===== config.mk =====
export PLATFORM = sky130hd
export DESIGN_NAME = serial_add_ctrl
export DESIGN_NICKNAME = d
export VERILOG_FILES = /design/src/rtl/serial_add_pkg.sv /design/src/rtl/fullAdder.sv /design/src/rtl/serial_add_ctrl.sv
export SDC_FILE = /design/constraint.sdc
export NUM_CORES = 1
export LEC_CHECK = 0
export ABC_AREA = 1
export CAP_MARGIN = 20
export CORE_AREA = 2 2 75 77
export CTS_CLUSTER_DIAMETER = 60
export DETAILED_ROUTE_END_ITERATION = 8
export DIE_AREA = 0 0 77 79
export PLACE_DENSITY = 0.54
export SYNTH_ARGS = -nofsm -noshare
export SYNTH_HDL_FRONTEND = slang
export SYNTH_HIERARCHICAL = 1
export SYNTH_SLANG_ARGS = --single-unit
export TNS_END_PERCENT = 30

===== constraint.sdc =====
create_clock -name clk -period 1.3 [get_ports clk]
set_clock_uncertainty 0.1 [all_clocks]
set_input_delay 0.13 -clock clk [delete_from_list [all_inputs] [get_ports clk]]
set_output_delay 0.13 -clock clk [all_outputs]
set_load 0.05 [all_outputs]

===== src/rtl/serial_add_pkg.sv =====
// Shared types and helpers for the bit-serial adder controller.
package serial_add_pkg;

  // Controller state encoding.
  typedef enum logic [1:0] {
    IDLE = 2'd0,
    RUN  = 2'd1,
    DONE = 2'd2
  } state_t;

  // Bit-counter width for a given operand width; never narrower than one bit.
  function automatic int cnt_width(input int w);
    return (w < 2) ? 1 : $clog2(w);
  endfunction

endpackage


===== src/rtl/fullAdder.sv =====
// One-bit full-adder cell shared across the serial arithmetic blocks.
module fullAdder (
  input  logic a,
  input  logic b,
  input  logic cin,
  output logic s,
  output logic cout
);

  assign s    = a ^ b ^ cin;
  assign cout = (a & b) | (a & cin) | (b & cin);

endmodule


===== src/rtl/serial_add_ctrl.sv =====
// Bit-serial adder controller: adds two WIDTH-bit operands LSB first using a
// single full-adder cell, one bit per clock.
// Optional macro SERIAL_ADD_SUB_EN adds a 'sub' port selecting a-b.
module serial_add_ctrl
  import serial_add_pkg::*;
#(
  parameter int WIDTH = 8
) (
  input  logic             clk,
  input  logic             reset,
  input  logic             start,
  input  logic [WIDTH-1:0] a,
  input  logic [WIDTH-1:0] b,
`ifdef SERIAL_ADD_SUB_EN
  input  logic             sub,
`endif
  output logic             busy,
  output logic             done,
  output logic [WIDTH-1:0] sum,
  output logic             cout
);

  localparam int CW = cnt_width(WIDTH);
  localparam logic [CW-1:0] LAST_BIT = CW'(WIDTH - 1);

  state_t state_reg, state_next;

  logic [WIDTH-1:0] opa_reg;
  logic [WIDTH-1:0] opb_reg;
  logic [WIDTH-1:0] psum_reg;
  logic [WIDTH-1:0] psum_next;
  logic [WIDTH-1:0] sum_reg;
  logic [CW-1:0]    cnt_reg;
  logic             carry_reg;
  logic             cout_reg;
  logic             last_bit;

  logic fa_b;
  logic fa_s;
  logic fa_cout;
  logic carry_init;

`ifdef SERIAL_ADD_SUB_EN
  logic sub_reg;

  // Subtraction is a + ~b + 1: invert B at the cell and seed the carry with 1.
  always_ff @(posedge clk) begin
    if (reset) begin
      sub_reg <= 1'b0;
    end else if (state_reg == IDLE && start) begin
      sub_reg <= sub;
    end
  end

  assign fa_b       = opb_reg[0] ^ sub_reg;
  assign carry_init = sub;
`else
  assign fa_b       = opb_reg[0];
  assign carry_init = 1'b0;
`endif

  fullAdder u_fa (
    .a    (opa_reg[0]),
    .b    (fa_b),
    .cin  (carry_reg),
    .s    (fa_s),
    .cout (fa_cout)
  );

  assign psum_next = {fa_s, psum_reg[WIDTH-1:1]};
  assign last_bit  = (cnt_reg == LAST_BIT);

  // State register.
  always_ff @(posedge clk) begin
    if (reset) begin
      state_reg <= IDLE;
    end else begin
      state_reg <= state_next;
    end
  end

  // Next-state and handshake decode; start is only honoured in IDLE.
  always_comb begin
    state_next = state_reg;
    busy       = 1'b0;
    done       = 1'b0;
    case (state_reg)
      IDLE: begin
        if (start) begin
          state_next = RUN;
        end
      end
      RUN: begin
        busy = 1'b1;
        if (last_bit) begin
          state_next = DONE;
        end
      end
      DONE: begin
        busy       = 1'b1;
        done       = 1'b1;
        state_next = IDLE;
      end
      default: begin
        state_next = IDLE;
      end
    endcase
  end

  // Operand/partial-sum shifting, carry and bit counter; the visible result
  // is only written on the final bit so partial sums never leak out.
  always_ff @(posedge clk) begin
    if (reset) begin
      opa_reg   <= '0;
      opb_reg   <= '0;
      psum_reg  <= '0;
      sum_reg   <= '0;
      cnt_reg   <= '0;
      carry_reg <= 1'b0;
      cout_reg  <= 1'b0;
    end else begin
      case (state_reg)
        IDLE: begin
          if (start) begin
            opa_reg   <= a;
            opb_reg   <= b;
            psum_reg  <= '0;
            cnt_reg   <= '0;
            carry_reg <= carry_init;
          end
        end
        RUN: begin
          opa_reg   <= opa_reg >> 1;
          opb_reg   <= opb_reg >> 1;
          psum_reg  <= psum_next;
          carry_reg <= fa_cout;
          cnt_reg   <= cnt_reg + CW'(1);
          if (last_bit) begin
            sum_reg  <= psum_next;
            cout_reg <= fa_cout;
          end
        end
        default: begin
        end
      endcase
    end
  end

  assign sum  = sum_reg;
  assign cout = cout_reg;

endmodule


==> impl_metrics.toml, run 1 <==
[global_routing]
grt_first_pass_wirelength_mm = 7.16
overflow = 0
antenna_found_initial = 0
grt_max_degree = 29
first_global_vias = 1584
grt_usage_pct = 14.5

[floorplan]
rows = 27
die_area_sq_mm = 0.00608
initial_core_util_pct = 33.6
die_x_um = 77
die_h_um = 79
core_sq_mm = 0.00534
io_pins = 30

[clock_tree]
holdBufCountCts = 0
clk_path_buf_depth = 2
cts_made_buffers = 5
insertion_delay_ps = 290
cts_sinks = 38
cts_tree = "built"
root_buffer = "clkbuf_8"
clk_pin_slew_ps = 80
h-tree-depth = 2

[status]
outcome = "finished with violations"
violations = "setup timing"

[synth]
synthCells = 249
syn-num-nets = 274
synth_edf_count = 0
ys_warn_count = 6
synth_cell_types = 20
synth_area_per_cell_sq_um = 7.21
yosysTopAreaCell = "dfxtp_1"
yosys.area.top_type_share_pct = 42.4
ys_top_cells_by_area = "dfxtp_1, nand2_1, nor2_1, nand3_1, nand3b_1"
synth_area_sq_mm = 0.00180
synth.ff_latch_count = 38
synth_commonest_cells = "nand2_1, nor2_1, dfxtp_1"
ys_seq_area_share_pct = 42.4
async_flop_share_pct = 0
synth_most_common_cell = "nand2_1"
synth_ff_type = "dfxtp_1"

[placement]
port_buffers = 29
place_congestion = 0.749
dpl_worst_slack_ps = -97.4
dp_hpwl_mm = 2.62

[layout]
final_util_pct = 49.2
antenna_cells = 0
nNetsFinal = 313
nFillCells = 537
syn_to_final_growth_pct = 46.4
drive_gt1_share_pct = 21.5

[setup_path]
worst_path_max_delay_cell = "dfxtp_2"
critPathArrivalTime_ps = 1110
slowest_delay_ps = 360
cp-start-kind = "flip-flop"
path_buf_inv = 3
crit_path_start = "state_reg[0]"
crit_type = "reg2out"
crit_path_end_kind = "output port"
crit_family = "flip-flops"
worstPathRequired_ps = 1070
cp_cell_sequence = "inv_2 > buf_6 > ha_4 > buf_12"
path_max_fanout = 2
timing.rr.start = "state_reg[0]"

[detailed_routing]
wl_per_cell_um = 11.4
drt_wl_total_mm = 4.13
viasPerCell = 4.59
vias = 1657
first_iter_violations = 97
drcViolationCount = 0
drtPass1Iterations = 4
ant_nets = 0

[sta]
hold_viol_final = 0
drv_slew = 0
slew_headroom_pct = 88.0
layout_setup_ws_ps = -44.0
rsz0062_at_grt = "yes"
fmax_mhz = 744
timing.final.crit_period_ps = 1340
setup_viol = 2
worstMarginPinSlew_ps = 180
period_share_pct = 103

[run]
max_cap_viol_count = 0

[power]
p_total_mw = 3.19
p_leak_nw = 1.11
ir_worst_vdd_mv = 0.615
p_per_area_mw_per_mm2 = 1210

[worst_hold_path]
min_from = "psum_reg[1]"
worst_hold_path_type = "reg2reg"
## report_power, final
part	total (mW)	switching, mW	internal, mW
Combinational	0.894	0.471	0.423
Clock	0.990	0.426	0.565
Sequential	1.30	0.0438	1.26
## stage by stage
| stage | cells | setup TNS, ps | hold slack, ps | instance area (sq um) |
|---|---|---|---|---|
| floorplan | 249 | -74.4 | 186 | 1850 |
| global placement | 349 | -1170 | 372 | 2360 |
| detailed placement | 349 | -1520 | 368 | 2360 |
| CTS | 358 | -102 | 380 | 2510 |
| global route | 361 | -1190 | 402 | 2630 |
| finish | 361 | -73.3 | 381 | 2630 |
## final timing paths
| check | endpoint | slack, ps | cells after the start |
|---|---|---|---|
| hold / removal | psum_reg[1] | 380 | 2 |
| hold reg to reg | psum_reg[1] | 380 | 2 |
| setup / recovery | done | -40 | 4 |
| setup reg to reg | opb_reg[2] | 10 | 8 |
## routing by layer
metal / wire length, um / track usage, %
met2: 1860 / 23.5
met3: 166 / 3.86
met4: 60 / 4.82
met1: 2050 / 18.7
met5: 0 / 0
## cells in the final DEF, fill, tap and decap left out, types with 2 or more instances in the layout
master / netlist / final
nand2_1: 70 / 68
nor2_1: 41 / 38
dfxtp_1: 38 / 36
nand3_1: 23 / 23
clkdlybuf4s50_1: 0 / 18
a21oi_1: 17 / 16
buf_12: 0 / 14
nand3b_1: 13 / 13
buf_4: 2 / 10
inv_1: 9 / 6
o21ai_1: 0 / 6
clkbuf_8: 0 / 5
ha_4: 0 / 4
inv_4: 0 / 3
nor2_2: 0 / 3
nand2_2: 2 / 3
o21ai_0: 8 / 2
a22oi_2: 0 / 2
clkinv_2: 0 / 2
clkbuf_16: 0 / 2
buf_6: 5 / 2
dfxtp_2: 0 / 2
## tightest hold or removal path, stage by stage (launching register included)
cell and delay, ps:
dfxtp_1 320, nand3_1 70, a21oi_1 50
## logic make-up (layout without fill, tap and decap cells)
family / Yosys count / after routing / share of synthesized area [%]
flops: 38 / 38 / 42.4
buf+inv: 28 / 67 / 8.92
compound gates: 27 / 27 / 7.80
fa+ha+maj: 6 / 6 / 4.60
simple gates: 150 / 151 / 36.3
## area by class of cell
class                      count  area [sq um]  share of cell area (%)
inverter                      12          65.1                    2.48
clock buffer                   5          68.8                    2.62
timing repair buffer          47           623                    23.7
tap                           72          90.1                    3.43
clock inverter                 3          40.0                    1.52
multi-input combinational    184           978                    37.2
sequential                    38           763                    29.0
## repair_timing
item | CTS | global route
endpoints found under the setup margin | 31 | 39
setup buffers | 0 | 1
pin swaps | 2 | 6
gates cloned | 1 | 2
gates resized for setup | 10 | 19
No activity file was read; power rests on OpenSTA's default activity.
==> inputs of run 2 (changes only) <==
--- a/config.mk
+++ b/config.mk
@@ -7,11 +7,11 @@
 export LEC_CHECK = 0
 export ABC_AREA = 1
 export CAP_MARGIN = 20
-export CORE_AREA = 2 2 75 77
+export CORE_AREA = 2 2 65 67
 export CTS_CLUSTER_DIAMETER = 60
 export DETAILED_ROUTE_END_ITERATION = 8
-export DIE_AREA = 0 0 77 79
-export PLACE_DENSITY = 0.54
+export DIE_AREA = 0 0 67 69
+export PLACE_DENSITY = 0.7
 export SYNTH_ARGS = -nofsm -noshare
 export SYNTH_HDL_FRONTEND = slang
 export SYNTH_HIERARCHICAL = 1
==> run 2 against run 1 <==
The flow still finishes with violations (setup timing). Sequential cell count unchanged. Setup slack worse by 36 ps. Non-clock buffer count up 6. Via count up 9.8%. First-iteration DRC count up 34%. Combinational power up 20%. Total power up 1.5%. Highest routed layer unchanged.
==> impl_metrics.toml, run 2 (synthesis gave the netlist of run 1 again) <==
[sta]
slew_headroom_pct = 86.6
timing.final.crit_period_ps = 1380
fmax_mhz = 725
hold_viol_final = 0
layout_setup_ws_ps = -79.9
setup_viol = 35
drv_slew = 0
period_share_pct = 106
worstMarginPinSlew_ps = 199
rsz0062_at_grt = "yes"

[setup_path]
slowest_delay_ps = 340
crit_type = "reg2reg"
worstPathRequired_ps = 1420
path_max_fanout = 5
cp_cell_sequence = "buf_6 > ha_4 > buf_6 > buf_4 > nand3_1 > a21oi_1"
crit_path_start = "state_reg[0]"
critPathArrivalTime_ps = 1500
timing.rr.start = "state_reg[0]"
crit_path_end_kind = "flip-flop"
worst_path_max_delay_cell = "dfxtp_2"
r2r_slack_ps = -80
cp_common_cell = "buf_6"
cp-start-kind = "flip-flop"

[clock_tree]
clk_pin_slew_ps = 70
insertion_delay_ps = 300
cts_tree = "built"
h-tree-depth = 2
holdBufCountCts = 0
clk_path_buf_depth = 2
cts_sinks = 38
root_buffer = "clkbuf_8"
cts_made_buffers = 5

[detailed_routing]
ant_nets = 0
dr.max_layer_used = "met4"
wl_met1_mm = 2.15
vias = 1820
drtPass1Iterations = 4
viasPerCell = 5.24
drcViolationCount = 0
wl_per_cell_um = 14.6
drt_wl_total_mm = 5.06
wl_met2_mm = 2.53
wl_met3_um = 281
first_iter_violations = 130

[layout]
multi_input_area_sq_mm = 0.00113
nFillCells = 291
final_common_cell = "nand2_1"
syn_to_final_growth_pct = 59.6
nNetsFinal = 321
drive_gt1_share_pct = 31.6
final_cell_mix = "nand2_1, nor2_1, dfxtp_1"
antenna_cells = 0
final_util_pct = 73.2
stdcell_area_sq_mm = 0.00287
seqCellArea_sq_um = 766

[global_routing]
grt_first_pass_wirelength_mm = 6.55
grt_usage_pct = 17.9
antenna_found_initial = 0
overflow = 0
grt_max_degree = 29
first_global_vias = 1577

[power]
ir_worst_vdd_mv = 0.765
p_per_area_mw_per_mm2 = 1130
p_leak_nw = 1.18

[floorplan]
die_x_um = 67
die_h_um = 69
initial_core_util_pct = 45.9
rows = 23
die_area_sq_mm = 0.00462
core_sq_mm = 0.00391
io_pins = 30

[placement]
place_area_sq_mm = 0.00235
port_buffers = 29
dp_hpwl_mm = 2.57
place_congestion = 0.772

[run]
max_cap_viol_count = 0

[status]
violations = "setup timing"
outcome = "finished with violations"

[worst_hold_path]
worst_hold_path_type = "in2reg"
min_from = "a[7]"
run 2: timing repair:
item                                   in CTS  in global routing
setup endpoints to repair                  27                 40
endpoints found under the hold margin       0                  0
pin swaps                                   3                 18
resized for setup                          13                 54
cloned                                      0                  7
setup buffers                               2                  4
run 2: report_power, final:
group	internal, mW	switching, mW
Clock	0.428	0.424
Combinational	0.496	0.574
Sequential	1.26	0.0532
run 2: area by class of cell:
class | count | share of cell area [%]
clock buffers | 7 | 3.01
clock inverters | 1 | 0.175
inverters | 12 | 2.53
multi-input cells | 184 | 39.3
flip-flops and latches | 38 | 26.7
well taps | 50 | 2.18
repair buffers | 53 | 25.5
repair inverters | 2 | 0.611
run 2: path summary, 6_finish.rpt:
path                  to  cells past startpoint
max          psum_reg[7]                      6
min           opa_reg[7]                      3
max reg2reg  psum_reg[7]                      6
min reg2reg  psum_reg[2]                      2
run 2: per-stage QoR:
stage	total power, mW	setup WS [ps]	hold WS [ps]	instances	TNS (ps)
6_report	3.24	-79.9	397	347	-815
3_3_place_gp	2.13	-89.4	367	327	-1150
2_1_floorplan	1.89	-11.4	186	249	-74.4
5_1_grt	3.40	-151	407	347	-2730
4_1_cts	3.01	-27.1	381	336	-95.7
3_5_place_dp	2.15	-93.7	370	327	-1640
run 2: worst max-delay path: cells and delay by family (launching register included):
| kind | cells | cell delay (ps) |
|---|---|---|
| fa+ha+maj | 1 | 230 |
| flops | 1 | 340 |
| simple gates | 1 | 100 |
| buf+inv | 3 | 360 |
| compound gates | 1 | 190 |
run 2: per-layer routing:
layer | global-route usage [%] | up-vias
li1 | - | 893
met1 | 21.9 | 855
met2 | 29.4 | 60
met3 | 5.22 | 12
met4 | 6.12 | 0
met5 | 0 | -
==> inputs of run 3 (changes only) <==
--- a/config.mk
+++ b/config.mk
@@ -12,6 +12,7 @@
 export DETAILED_ROUTE_END_ITERATION = 8
 export DIE_AREA = 0 0 67 69
 export PLACE_DENSITY = 0.7
+export SKIP_CTS_REPAIR_TIMING = 1
 export SYNTH_ARGS = -nofsm -noshare
 export SYNTH_HDL_FRONTEND = slang
 export SYNTH_HIERARCHICAL = 1
==> run 3 against run 2 <==
The flow still finishes with violations (setup timing). Critical path depth is the same. Sequential power is essentially flat. Utilization shrank 2.8 points. Maximum frequency grew 1.3%. Largest cell class unchanged. Largest power group unchanged.
==> impl_metrics.toml, run 3 (synthesis gave the netlist of run 1 again) <==
[status]
violations = "setup timing"
outcome = "finished with violations"

[clock_tree]
clk_pin_slew_ps = 80
clk_path_buf_depth = 2
root_buffer = "clkbuf_8"
cts_made_buffers = 5
insertion_delay_ps = 300
cts_tree = "built"
h-tree-depth = 2
cts_sinks = 38

[floorplan]
io_pins = 30
initial_core_util_pct = 45.9
core_sq_mm = 0.00391
rows = 23
die_h_um = 69
die_area_sq_mm = 0.00462
die_x_um = 67

[setup_path]
r2r_slack_ps = -60
crit_type = "reg2reg"
path_max_fanout = 5
crit_family = "flip-flops"
critPathArrivalTime_ps = 1490
worstPathRequired_ps = 1430
cp_common_cell = "buf_6"
cp_cell_sequence = "buf_6 > ha_4 > buf_6 > buf_4 > nand3_1 > a21oi_1"
path_buf_inv = 3
crit_path_end_kind = "flip-flop"
worst_path_max_delay_cell = "dfxtp_2"
slowest_delay_ps = 350
cp-start-kind = "flip-flop"

[placement]
place_area_sq_mm = 0.00235
place_congestion = 0.772
dp.cells = 327
dp_hpwl_mm = 2.57
port_buffers = 29

[sta]
layout_setup_ws_ps = -62.4
hold_viol_final = 0
hold_slack_ps = 394
drv_slew = 0
period_share_pct = 105
fin_tns_setup_ps = -714
timing.final.crit_period_ps = 1360
rsz0062_at_grt = "yes"
fmax_mhz = 734
setup_viol = 33
slew_headroom_pct = 87.0
worstMarginPinSlew_ps = 192

[worst_hold_path]
worst_hold_path_type = "reg2reg"

[layout]
drive_gt1_share_pct = 31.2
nNetsFinal = 316
antenna_cells = 0
syn_to_final_growth_pct = 53.4
final_cells = 342
stdcell_area_sq_mm = 0.00276
final_common_cell = "nand2_1"
final_cell_mix = "nand2_1, dfxtp_1, nor2_1"

[global_routing]
grt_first_pass_wirelength_mm = 6.44
first_global_vias = 1534
overflow = 0
grt_usage_pct = 17.5
grt_max_degree = 29
antenna_found_initial = 0

[detailed_routing]
ant_nets = 0
drcViolationCount = 0
drt_wl_total_mm = 4.59
first_iter_violations = 104
wl_per_cell_um = 13.4
drtPass1Iterations = 4
vias = 1752
viasPerCell = 5.12

[power]
p_total_mw = 3.17
ir_worst_vdd_mv = 0.763
p_per_area_mw_per_mm2 = 1150
p_leak_nw = 1.15

[run]
max_cap_viol_count = 0
-- run 3: changes by cell type in the layout (fill, tap and decap cells not counted), moves of 2 or more --
cell | before | now
nand2_2 | 3 | 7
nand2_1 | 64 | 61
nand3_1 | 16 | 19
nor2_1 | 35 | 32
buf_12 | 16 | 14
nand3_4 | 3 | 1
nor2_2 | 6 | 8
o21ai_0 | 4 | 2
o21ai_1 | 3 | 5
-- run 3: area by class of cell --
cell class | count | area, sq um
multi-input cells | 184 | 1100
clock inverters | 1 | 5.00
well taps | 50 | 62.6
repair buffers | 48 | 646
clock buffers | 7 | 86.3
inverters | 12 | 72.6
fillers | 323 | 1160
repair inverters | 2 | 17.5
flip-flops and latches | 38 | 764
-- run 3: metrics by stage --
stage	util (%)	setup WS, ps
2_1_floorplan	-	-11.4
3_3_place_gp	60.1	-89.4
3_5_place_dp	60.1	-93.7
4_1_cts	62.5	-159
5_1_grt	70.4	-144
6_report	70.4	-62.4
-- run 3: tightest hold or removal path, stage by stage, from the launching register on --
cell,delay [ps]
dfxtp_2,330
nand3_1,70
a21oi_1,50
-- run 3: final timing paths --
kind | startpoint | to | cells after the start
worst max-delay path | state_reg[0] | psum_reg[1] | 6
worst min-delay path | carry_reg | carry_reg | 2
worst max register to register | state_reg[0] | psum_reg[1] | 6
worst min register to register | carry_reg | carry_reg | 2
-- run 3: metal layers --
metal,vias to the layer above,GRT usage [%],share of wire [%]
li1,884,-,-
met1,810,22.0,42
met2,52,28.2,51
met3,6,5.22,5.3
met4,0,6.12,1.2
met5,-,0,0
-- run 3: report_power, final --
group	internal [mW]	leakage, nW	total (mW)	switching (mW)
logic	0.469	0.788	1.02	0.547
clock network	0.428	0.0482	0.845	0.417
registers	1.26	0.312	1.30	0.0454
